**src/rtl/folded_fir_pkg.sv**
```systemverilog
// Shared types and constants for the folded polyphase FIR family.
// Pure declarations: no latency, no flow control.
package folded_fir_pkg;
  localparam int DW_DEF    = 12;
  localparam int CW_DEF    = 13;
  localparam int OW_DEF    = 22;
  localparam int TAPS_DEF  = 5;
  localparam int RND_SHIFT = 4;

  typedef enum logic [1:0] {IDLE, RUN, DRAIN1, DRAIN2} state_t;
endpackage

```
**src/rtl/fir_mac_round.sv**
```systemverilog
// Single-multiplier MAC: product, round-half-up shift, accumulate (clamped under FOLDED_INTERP_SAT_EN).
// Latency: accumulator updates one edge after each valid operand pair; no backpressure.
module fir_mac_round
  import folded_fir_pkg::*;
#(
  parameter int DW = DW_DEF,
  parameter int CW = CW_DEF,
  parameter int OW = OW_DEF
) (
  input  logic                 clk100,
  input  logic                 reset,
  input  logic                 op_vld,
  input  logic                 op_first,
  input  logic signed [DW-1:0] x_op,
  input  logic signed [CW-1:0] h_op,
  output logic signed [OW-1:0] acc
);
  localparam int PW = DW + CW;

  logic signed [PW-1:0] prod;
  logic signed [OW-1:0] shifted;
  logic signed [OW-1:0] rnd_bit;
  logic signed [OW-1:0] term;
  logic signed [OW-1:0] base;
  logic signed [OW-1:0] sum_nxt;

  assign prod    = x_op * h_op;
  assign shifted = OW'(prod >>> RND_SHIFT);
  assign rnd_bit = OW'(prod[RND_SHIFT-1]);
  assign term    = shifted + rnd_bit;
  // First tap of a phase starts a fresh sum rather than clearing acc separately.
  assign base    = op_first ? '0 : acc;

`ifdef FOLDED_INTERP_SAT_EN
  localparam logic signed [OW:0] ACC_MAX = {2'b00, {(OW-1){1'b1}}};
  localparam logic signed [OW:0] ACC_MIN = {2'b11, {(OW-1){1'b0}}};
  logic signed [OW:0] sum_wide;

  assign sum_wide = {base[OW-1], base} + {term[OW-1], term};

  always_comb begin
    if (sum_wide > ACC_MAX)
      sum_nxt = ACC_MAX[OW-1:0];
    else if (sum_wide < ACC_MIN)
      sum_nxt = ACC_MIN[OW-1:0];
    else
      sum_nxt = sum_wide[OW-1:0];
  end
`else
  assign sum_nxt = base + term;
`endif

  always_ff @(posedge clk100 or negedge reset) begin
    if (!reset)
      acc <= '0;
    else if (op_vld)
      acc <= sum_nxt;
  end
endmodule

```
**src/rtl/folded_interp_filter.sv**
```systemverilog
// 2x polyphase interpolator, 10-tap prototype folded onto one MAC; FOLDED_INTERP_SAT_EN enables clamping.
// Latency 7 / 12 cycles to phase-0 / phase-1 output; a_ready low 11 cycles per accepted sample.
module folded_interp_filter
  import folded_fir_pkg::*;
#(
  parameter int DW   = DW_DEF,
  parameter int CW   = CW_DEF,
  parameter int OW   = OW_DEF,
  parameter int TAPS = TAPS_DEF
) (
  input  logic                   clk100,
  input  logic                   reset,
  input  logic signed [DW-1:0]   a,
  input  logic                   a_valid,
  output logic                   a_ready,
  input  logic [CW*2*TAPS-1:0]   c,
  output logic signed [OW-1:0]   b,
  output logic                   b_valid
);
  localparam int KW = $clog2(TAPS);

  state_t               state, state_nxt;
  logic                 rstn_q;
  logic [KW-1:0]        k;
  logic                 phase;
  logic signed [DW-1:0] x [TAPS];
  logic signed [DW-1:0] x_op;
  logic signed [CW-1:0] h_op;
  logic signed [CW-1:0] h_sel;
  logic                 op_vld, op_first, op_last, done_q;
  logic                 take, k_last;
  logic signed [OW-1:0] acc;

  assign a_ready = rstn_q && (state == IDLE || state == DRAIN2);
  assign take    = a_valid && a_ready;
  assign k_last  = (k == KW'(TAPS - 1));
  // Interleaved prototype: phase p tap k is h[2k+p].
  assign h_sel   = c[int'({k, phase})*CW +: CW];

  always_comb begin
    state_nxt = state;
    case (state)
      IDLE:    if (take) state_nxt = RUN;
      RUN:     if (phase && k_last) state_nxt = DRAIN1;
      DRAIN1:  state_nxt = DRAIN2;
      DRAIN2:  state_nxt = take ? RUN : IDLE;
      default: state_nxt = IDLE;
    endcase
  end

  always_ff @(posedge clk100 or negedge reset) begin
    if (!reset) begin
      state    <= IDLE;
      rstn_q   <= 1'b0;
      k        <= '0;
      phase    <= 1'b0;
      x_op     <= '0;
      h_op     <= '0;
      op_vld   <= 1'b0;
      op_first <= 1'b0;
      op_last  <= 1'b0;
      done_q   <= 1'b0;
      b        <= '0;
      b_valid  <= 1'b0;
      for (int i = 0; i < TAPS; i++) x[i] <= '0;
    end else begin
      state  <= state_nxt;
      rstn_q <= 1'b1;

      if (take) begin
        k     <= '0;
        phase <= 1'b0;
        x[0]  <= a;
        for (int i = 1; i < TAPS; i++) x[i] <= x[i-1];
      end else if (state == RUN) begin
        if (k_last) begin
          k     <= '0;
          phase <= ~phase;
        end else begin
          k <= k + 1'b1;
        end
      end

      op_vld <= (state == RUN);
      if (state == RUN) begin
        x_op     <= x[k];
        h_op     <= h_sel;
        op_first <= (k == '0);
        op_last  <= k_last;
      end

      // done_q marks the edge the last tap landed in acc; capture it one edge later.
      done_q  <= op_vld && op_last;
      b_valid <= done_q;
      if (done_q) b <= acc;
    end
  end

  fir_mac_round #(.DW(DW), .CW(CW), .OW(OW)) u_mac (
    .clk100   (clk100),
    .reset    (reset),
    .op_vld   (op_vld),
    .op_first (op_first),
    .x_op     (x_op),
    .h_op     (h_op),
    .acc      (acc)
  );
endmodule

```
**config.mk**
```make
export PLATFORM = sky130hd
export DESIGN_NAME = folded_interp_filter
export DESIGN_NICKNAME = d
export VERILOG_FILES = /design/src/rtl/folded_fir_pkg.sv /design/src/rtl/fir_mac_round.sv /design/src/rtl/folded_interp_filter.sv
export SDC_FILE = /design/constraint.sdc
export NUM_CORES = 1
export LEC_CHECK = 0
export CORE_MARGIN = 2
export CORE_UTILIZATION = 45
export DETAILED_ROUTE_END_ITERATION = 10
export PLACE_DENSITY = 0.68
export SETUP_SLACK_MARGIN = 0.3
export SLEW_MARGIN = 20
export SYNTH_ARGS = -nofsm -noshare
export SYNTH_HDL_FRONTEND = slang
export SYNTH_HIERARCHICAL = 1
export SYNTH_SLANG_ARGS = --single-unit
```
**constraint.sdc**
```tcl
create_clock -name clk100 -period 20.1 [get_ports clk100]
set_clock_uncertainty 0.15 [all_clocks]
set_input_delay 4.02 -clock clk100 [delete_from_list [all_inputs] [get_ports clk100]]
set_output_delay 4.02 -clock clk100 [all_outputs]
set_load 0.02 [all_outputs]
```
Yosys cells after proc, flatten, opt, wreduce, memory -nomap -nowiden:

Index checks and enable logic that the tools add are counted.

* register bits after elaboration: 141
* input port bits: 145

* $add $sub $neg: 3
* $mul: 2
* $lt $le $gt $ge: 1
* eq/ne operators: 6
* shifts and indexed selects: 1
* mux-type cells: 14
* bitwise logic cells: 2
* reductions and logical operators: 11

Operators by type and width (number)
* $shiftx A130 B9 Y13: 1
* $bmux W12 S3: 1
* $mul A12 B13 Y25: 1
* $mux W12: 2
* $add A21 B2 Y22: 1
* $add A22 B22 Y22: 1
* $mux W22: 1
* $mux W3: 3
* $mul A4 B4 Y8 const B: 1
* $pmux W2 S4: 1
* $eq A2 B2 Y1 const B: 2
* $ge A4 B4 Y1 const B: 1
* $logic_and A1 B1 Y1: 4
* $mux W1: 4
* $mux W2: 2
* $ne A2 B2 Y1 const B: 2
* $not A3 Y4: 1
* $reduce_and A2 Y1: 2
* $reduce_bool A2 Y1: 2
* $add A3 B1 Y3 const B: 1
* $eq A3 B3 Y1 const B: 1
* $logic_not A3 Y1: 1
* $eq A2 B1 Y1 const B: 1
* $logic_not A2 Y1: 1
* 2 further kinds: 2

Logic depth before layout (Yosys ltp):

Gate-level depths: netlist of run 1.

* depth in word-level cells: 6
* mapped depth: 31
* mapped depth without buffers: 30

Cells and area by module:

Netlist of run 1, hierarchy kept.

By module, submodules not included
* fir_mac_round: instances 1, cells each 858, area each 7637.3 um2, sequential area each 550.5 um2
* folded_interp_filter: instances 1, cells each 572, area each 6073.3 um2, sequential area each 2977.9 um2

Least setup slack after synthesis of run 1:

OpenSTA, ideal clock, no wires.

* kind: flip-flop to flip-flop
* start: register x_op[7]
* end: register u_mac.acc[21]
* arrival time: 6.632 ns
* setup slack: 13.214 ns
* cell stages (with the launch flop): 30
* path buffers: 1
* cells stage by stage: dfrtp_1 -> clkbuf_1 -> and2_1 -> fa_1 -> inv_1 -> fa_1 -> inv_1 -> fa_1 -> fa_1 -> inv_1 -> fa_1 -> inv_1 -> ha_1 -> a21o_1 -> a211o_2 -> o22ai_2 -> nor2_1 -> o21ai_0 -> nand2b_1 -> a21oi_1 -> xnor2_1 -> ha_1 -> a211oi_1 -> nand2_1 -> nor3_1 -> a211oi_1 -> a31oi_1 -> nand3_1 -> and2_0 -> o311ai_1

* longest elaborated chain between the ends: 3

Ends and longest elaborated chain
* from (decl): RTL line folded_interp_filter.sv:27 `logic signed [DW-1:0] x_op;`
* from (signal assigned): RTL line folded_interp_filter.sv:86 `x_op <= x[k];`
* $mul A12 B13 Y25: RTL line fir_mac_round.sv:27 `assign prod = x_op * h_op;`
* $add A21 B2 Y22: RTL line fir_mac_round.sv:30 `assign term = shifted + rnd_bit;`
* $add A22 B22 Y22: RTL line fir_mac_round.sv:50 `assign sum_nxt = base + term;`
* to (signal assigned): RTL line fir_mac_round.sv:57 `acc <= sum_nxt;`
* to (decl): RTL line fir_mac_round.sv:16 `output logic signed [OW-1:0] acc`

No other way between the ends.
A chain may end at the register's enable or synchronous reset.

Worst setup path after layout of run 1:

* start: register h_op[5]
* end: register u_mac.acc[21]

* longest elaborated chain between the ends: 3

Ends and longest elaborated chain
* from (decl): RTL line folded_interp_filter.sv:28 `logic signed [CW-1:0] h_op;`
* from (signal assigned): RTL line folded_interp_filter.sv:87 `h_op <= h_sel;`
* $mul A12 B13 Y25: RTL line fir_mac_round.sv:27
* $add A21 B2 Y22: RTL line fir_mac_round.sv:30
* $add A22 B22 Y22: RTL line fir_mac_round.sv:50

No other way between the ends.

==> results.md, run 1 <==
- Outcome: finished, final reports clean
- Antenna violations before repair: 0
- Final instance area: roughly 16000 um2
- Dominant register cell in the synthesized netlist: sky130_fd_sc_hd__dfrtp_1
- DRC violation count after routing: 0
- Cell type with the largest total area after synthesis: sky130_fd_sc_hd__dfrtp_1
- Start point of the critical path: h_op[5]
- Average via count per standard cell: approximately 5.2
- Number of setup violations in the final report: 0
- Delay of the slowest critical-path stage: 0.55 ns
- Non-filler instance count after layout: between 1500 and 2000
- Proportion of register bits with asynchronous set or reset after synthesis: 100%
- Fin. max-slew vios: 0
- Standard cell with the maximum stage delay on the critical path: sky130_fd_sc_hd__fa_1
- TNS Setup: 0 ns
- DRC marker count from the first detailed-route iteration: between 500 and 600
- Most common cell in the synthesized netlist: sky130_fd_sc_hd__nand2_1
- TritonCTS sink count: about 140
- Detailed Route WL: about 33 mm
- RSZ-0062 raised after global routing: no
- Post-layout nets: just under 2000
- CP max FO: 13
- Clk slew on worst S/H paths: ~0.080 ns
- Crit Path Category: reg2reg
- CTS resizes: 0
- Initial cell density of the core: a little under half
- Clock buffers created by TritonCTS: 17
- Worst Hold Launch: x[9]
- Routed vias: ~10000
- Netlist Area Pre-Place: 13700 um2
- Top-level I/O count: ~170
- Post-Syn Instances: 1430
- Count of hold-fix buffers inserted at cts: 0
- Post-Place Cell Area: roughly 16000 um2
- Global Route Usage Sum: between 20 and 25%
- Die width: between 150 and 200 um
- Vias in the first global route: 10900
- Total of flip-flops plus latches after synthesis: around 140
- Placement Setup Slack: approximately 13 ns
- Clk Latency, worst-skew pair: about 0.43 ns
- Diode count: 0
- Number of inserted filler cells in the final layout: about 2700
- Maximum number of pins on one net before global-route repair: slightly below 80
- Number of enable flip-flop cells after synthesis: 0
- Final number of hold-violating endpoints: 0
- Cells taking the most area after synthesis: sky130_fd_sc_hd__dfrtp_1 (26%), sky130_fd_sc_hd__fa_1 (22%), sky130_fd_sc_hd__nand2_1 (7.9%), sky130_fd_sc_hd__ha_1 (6.9%), sky130_fd_sc_hd__mux2_2 (5.6%)
- Family with the most delay on the worst path: adder cells
- Standard-cell rows: between 60 and 70
- Worst reg2reg setup slack: approximately 13 ns
- Post-Place Cells: 1928
- Die height: approximately 180 um
- Fraction of layout cells with a size suffix above 1: under 10%
- Type of destination of the critical path: flip-flop
- Clock Tree Buf Depth: 2
- R2R Path Start: h_op[5]
- Placeable core region: around 30000 um2
- GR Overflow Total: 0
- Critical path startpoint category: flip-flop
- Final HPWL from detailed placement: 24.9 mm
- Clock root buffer: sky130_fd_sc_hd__clkbuf_16
- Syn nets: 1801
- DIE AREA: about 32000 um2
- Antenna-violating nets left: 0
- Wire length of the first global-routing pass: 55.0 mm
- Clock period minus worst slack: 7.54 ns
- Port buffer count: ~170
- Required time at the endpoint of the critical path: 20.26 ns
- Relative slew slack: a little under two fifths
- Final worst slack: between 10 and 15 ns
- # H-tree levels: 4
- Arrival time of data at the critical path endpoint: 7.71 ns
- Growth of design area from synthesis to finish: 18.5%
- Clock tree from TritonCTS: yes
- Pin slew with the least headroom to its limit: around 0.95 ns
- Post-synth cell types: just over 70
- Router iterations before antenna repair: 5
- GP Congestion: 0.887
- CP Buf/Inv Count: 4
- Portion of the clock cycle consumed by the worst path in the final layout: between 30% and 40%
- Max-capacitance violation count: 0
- Cell repeated most along the worst path: sky130_fd_sc_hd__fa_1
- Max Freq: approximately 130 MHz
- Synth top area share: between 20% and 30%
- Most frequent cells after synthesis: sky130_fd_sc_hd__nand2_1 (289), sky130_fd_sc_hd__inv_1 (194), sky130_fd_sc_hd__fa_1 (150), sky130_fd_sc_hd__dfrtp_1 (141), sky130_fd_sc_hd__ha_1 (76)
- Fraction of the yosys area taken by sequential cells: approximately a quarter
- Post-CTS Repair Setup Buffers: 0
- Average instance area after synthesis: roughly 9.6 um2
- Average wire per cell in the routed design: between 15 and 20 um
- Hold/Removal Path Class: reg2reg
- Yosys warning total: 6
## cells by family (layout without fill, tap and decap cells)
logic type      after synthesis  count (layout)  share of synthesized area (%)
buf+inv                     264             404                           7.91
xor+xnor                     42              42                           2.68
other cells                   1               1                         0.0274
mux                         101             101                           10.4
fa+ha+maj                   226             226                           28.8
compound gates              150             150                           7.62
simple gates                505             505                           16.7
flops                       141             141                           25.7
## layer usage
layer  GRT usage (%)  routed length [um]
met5               0                   0
met4            6.27                 732
met3            2.79                 941
met2            38.6               17000
met1            28.4               13900
## worst reg2reg max path: cells and delay by family, from the launching register on
kind | cells | cell delay (ns)
flops | 1 | 0.54
buf+inv | 4 | 0.21
fa+ha+maj | 7 | 3.37
simple gates | 7 | 1.05
xor+xnor | 1 | 0.09
compound gates | 9 | 2.04
## cell usage in the layout (no fill, tap or decap), types with 20 or more instances in the layout
cell	synthesis	routed
sky130_fd_sc_hd__nor2b_1	26	26
sky130_fd_sc_hd__inv_1	194	194
sky130_fd_sc_hd__fa_1	150	150
sky130_fd_sc_hd__ha_1	76	75
sky130_fd_sc_hd__and2_1	54	54
sky130_fd_sc_hd__dfrtp_1	141	140
sky130_fd_sc_hd__nand2_1	289	289
sky130_fd_sc_hd__a21oi_1	38	38
sky130_fd_sc_hd__nand3_1	21	21
sky130_fd_sc_hd__mux2_2	68	68
sky130_fd_sc_hd__nor2_1	57	57
sky130_fd_sc_hd__nand2b_1	27	27
sky130_fd_sc_hd__clkdlybuf4s50_1	0	167
sky130_fd_sc_hd__mux4_2	20	20
sky130_fd_sc_hd__xnor2_1	31	31
## worst paths after layout
path | to | cells after the start
setup / recovery | u_mac/acc[21] | 28
min in group asynchronous | rstn_q | 1
hold reg to reg | x[9] | 2
max in group asynchronous | x_op[1] | 2
hold / removal | x[9] | 2
setup reg to reg | u_mac/acc[21] | 28
## final cells by class
| type | count | area [um2] | share of cell area, % |
|---|---|---|---|
| repair buffers | 177 | 1750 | 10.8 |
| clock inverters | 15 | 211 | 1.30 |
| well taps | 390 | 488 | 3.00 |
| flip-flops and latches | 141 | 3530 | 21.7 |
| multi-input cells | 1025 | 9100 | 56.0 |
| clock buffers | 17 | 425 | 2.62 |
| inverters | 195 | 732 | 4.51 |
## per-stage QoR
step	hold WS, ns	util, %
after floorplan	0.268	-
after global placement	0.308	52.4
after detailed placement	0.315	52.4
after CTS	0.334	54.5
after global routing	0.358	54.5
final	0.331	54.5
## flip-flops by register name (all words and copies together) (netlist names)
register and cells:
phase 1, done_q 1, b 22, k 3, op_first 1, state 2
x_op 12, b_valid 1, h_op 13, rstn_q 1, x 60, op_vld 1
u_mac/acc 22, op_last 1
Power of run 1 is not shown: default switching activity piles up to over one toggle a cycle in this logic, so the estimate is an artifact.
==> run 2: changes to the inputs <==
--- a/config.mk
+++ b/config.mk
@@ -8,7 +8,7 @@
 export CORE_MARGIN = 2
 export CORE_UTILIZATION = 45
 export DETAILED_ROUTE_END_ITERATION = 10
-export PLACE_DENSITY = 0.68
+export PLACE_DENSITY = 0.7
 export SETUP_SLACK_MARGIN = 0.3
 export SLEW_MARGIN = 20
 export SYNTH_ARGS = -nofsm -noshare
==> constraint.sdc (replaced) <==
create_clock -name clk100 -period 6.6 [get_ports clk100]
set_clock_uncertainty 0.15 [all_clocks]
set_input_delay 1.32 -clock clk100 [delete_from_list [all_inputs] [get_ports clk100]]
set_output_delay 1.32 -clock clk100 [all_outputs]
set_load 0.02 [all_outputs]
==> run 2 against run 1 <==
Effect of this change: the run now ends with setup timing left; worst hold slack got worse by 0.00089 ns; register-to-register slack got worse by 13 ns; critical endpoint unchanged; first-iteration DRC count increased by 26%.
==> results.md, run 2 (same netlist as run 1, synthesis figures left out) <==
- DIE AREA: 31900 um2 (unchanged)
- Die height: 179 um (unchanged)
- Initial cell density of the core: 46.0% (unchanged)
- Leading registers by flop count: x: 60 flops, b: 22 flops, u_mac/acc: 22 flops
- Relative slew slack: 37.4% (+0.52 points)
- Pin slew with the least headroom to its limit: 0.940 ns (-0.00781 ns)
- Family with the most delay on the worst path: adder cells
- Average wire per cell in the routed design: 16.5 um (-0.97%)
- Leading cell type in the layout, fill and taps excluded: sky130_fd_sc_hd__nand2_1
- Clock buffers created by TritonCTS: 17 (unchanged)
- Type of destination of the critical path: flip-flop
- Diode count: 0 (unchanged)
- DRC violation count after routing: 0 (unchanged)
- CP Buf/Inv Count: 6 (+2)
- Standard cell with the maximum stage delay on the critical path: sky130_fd_sc_hd__fa_1
- Global Route Usage Sum: 22.9% (+0.91 points)
- Post-layout nets: 2076 (+7.7%)
- Final-layout worst hold slack: 0.330 ns (-0.000886 ns)
- Portion of the clock cycle consumed by the worst path in the final layout: 103% (+65 points)
- Outcome: complete, but fails checks
- Placeable core region: 29800 um2 (unchanged)
- Die width: 179 um (unchanged)
- # H-tree levels: 4 (unchanged)
- Required time at the endpoint of the critical path: 6.77 ns (-13.49 ns)
- Largest Register: x
- Crit Path Category: reg2reg
- Clock Tree Buf Depth: 2 (unchanged)
- Cell repeated most along the worst path: sky130_fd_sc_hd__fa_1
- Wire length of the first global-routing pass: 57.0 mm (+3.8%)
- Violated checks: setup timing
- Delay of the slowest critical-path stage: 0.56 ns (about the same)
- Average via count per standard cell: 5.18 (-1.4%)
- Final number of hold-violating endpoints: 0 (unchanged)
- Clock tree from TritonCTS: yes
- TritonCTS sink count: 141 (unchanged)
- Clk Latency, worst-skew pair: 0.44 ns (about the same)
- Max-capacitance violation count: 0 (unchanged)
- Vias in the first global route: 11600 (+6.3%)
- Detailed Route WL: 34.7 mm (+6.5%)
- Router iterations before antenna repair: 5 (unchanged)
- Final worst slack: -0.195 ns (-12.75 ns)
- Number of setup violations in the final report: 4 (+4)
- Count of hold-fix buffers inserted at cts: 0 (unchanged)
- Clock root buffer: sky130_fd_sc_hd__clkbuf_16
- Standard-cell rows: 63 (unchanged)
- Fraction of layout cells with a size suffix above 1: 22.9% (+13 points)
- DRC marker count from the first detailed-route iteration: 727 (+26%)
- TNS Setup: -0.428 ns (-0.428 ns)
- Clock period minus worst slack: 6.79 ns (-0.750 ns)
- Fin. max-slew vios: 0 (unchanged)
- Clk slew on worst S/H paths: 0.08 ns (about the same)
- Critical path startpoint category: flip-flop
- GP Congestion: 0.903 (+1.8%)
- Post-Place Cell Area: 16500 um2 (+5.8%)
- Highest-count cells in the layout ignoring fill and taps: sky130_fd_sc_hd__nand2_1 (288), sky130_fd_sc_hd__inv_1 (185), sky130_fd_sc_hd__clkdlybuf4s50_1 (167), sky130_fd_sc_hd__fa_1 (145), sky130_fd_sc_hd__buf_4 (134)
- Arrival time of data at the critical path endpoint: 6.97 ns (-0.74 ns)
- Routed vias: 10900 (+6.1%)
- CP max FO: 8 (-5)
- Max Freq: 147 MHz (+11%)
- Antenna violations before repair: 1 (+1)
- Antenna-violating nets left: 0 (unchanged)
- Growth of design area from synthesis to finish: 30.0%
- Number of flip-flops under the largest register name: 60 (unchanged)
- Port buffer count: 168 (unchanged)
- Top-level I/O count: 169 (unchanged)
- Maximum number of pins on one net before global-route repair: 85 (+7.6%)
- Hold/Removal Path Class: reg2reg
- RSZ-0062 raised after global routing: yes
- GR Overflow Total: 0 (unchanged)
- Final HPWL from detailed placement: 26.2 mm (+5.3%)
- Final instance area: 17800 um2 (+9.7%)
[run 2: what timing repair did]
action,CTS,global route
buffers inserted,23,12
endpoints found under the setup margin,8,10
gates resized for setup,59,56
pin swaps,51,60
[run 2: metrics by stage]
step,setup WS (ns),cells,utilization (%)
floorplan,0.0384,1430,-
finish,-0.195,2108,59.8
CTS,-0.153,2095,58.8
global route,-0.480,2108,59.8
detailed placement,-0.325,2040,55.4
global placement,-0.158,2040,55.4
[run 2: worst paths after layout]
check	startpoint	endpoint	slack, ns	cells past startpoint
worst min register to register	x[0]	x[0]	0.33	2
worst max register to register	x_op[1]	u_mac/acc[21]	-0.19	29
min in group asynchronous	reset	x[39]	0.79	1
max in group asynchronous	reset	u_mac/acc[1]	4.31	2
worst max-delay path	x_op[1]	u_mac/acc[21]	-0.19	29
worst min-delay path	x[0]	x[0]	0.33	2
[run 2: layout make-up]
type                    instances  area [um2]
multi-input cells            1025        9490
repair buffers                325        2950
flip-flops and latches        141        3550
fillers                      2489       12000
inverters                     195         732
clock buffers                  17         425
well taps                     390         488
clock inverters                15         186
[run 2: worst min-delay path: stages (launching register included)]
cell and delay, ns:
sky130_fd_sc_hd__dfrtp_1 0.35, sky130_fd_sc_hd__nand2_1 0.05, sky130_fd_sc_hd__nand2_1 0.05
[run 2: routing by layer]
layer | vias up | track usage (%) | share of wire, %
li1 | 5153 | - | -
met1 | 5446 | 29.0 | 42
met2 | 237 | 39.6 | 51
met3 | 75 | 3.32 | 3.3
met4 | 0 | 8.60 | 3.2
met5 | - | 0 | 0
Power of run 2 is left out for the same reason.
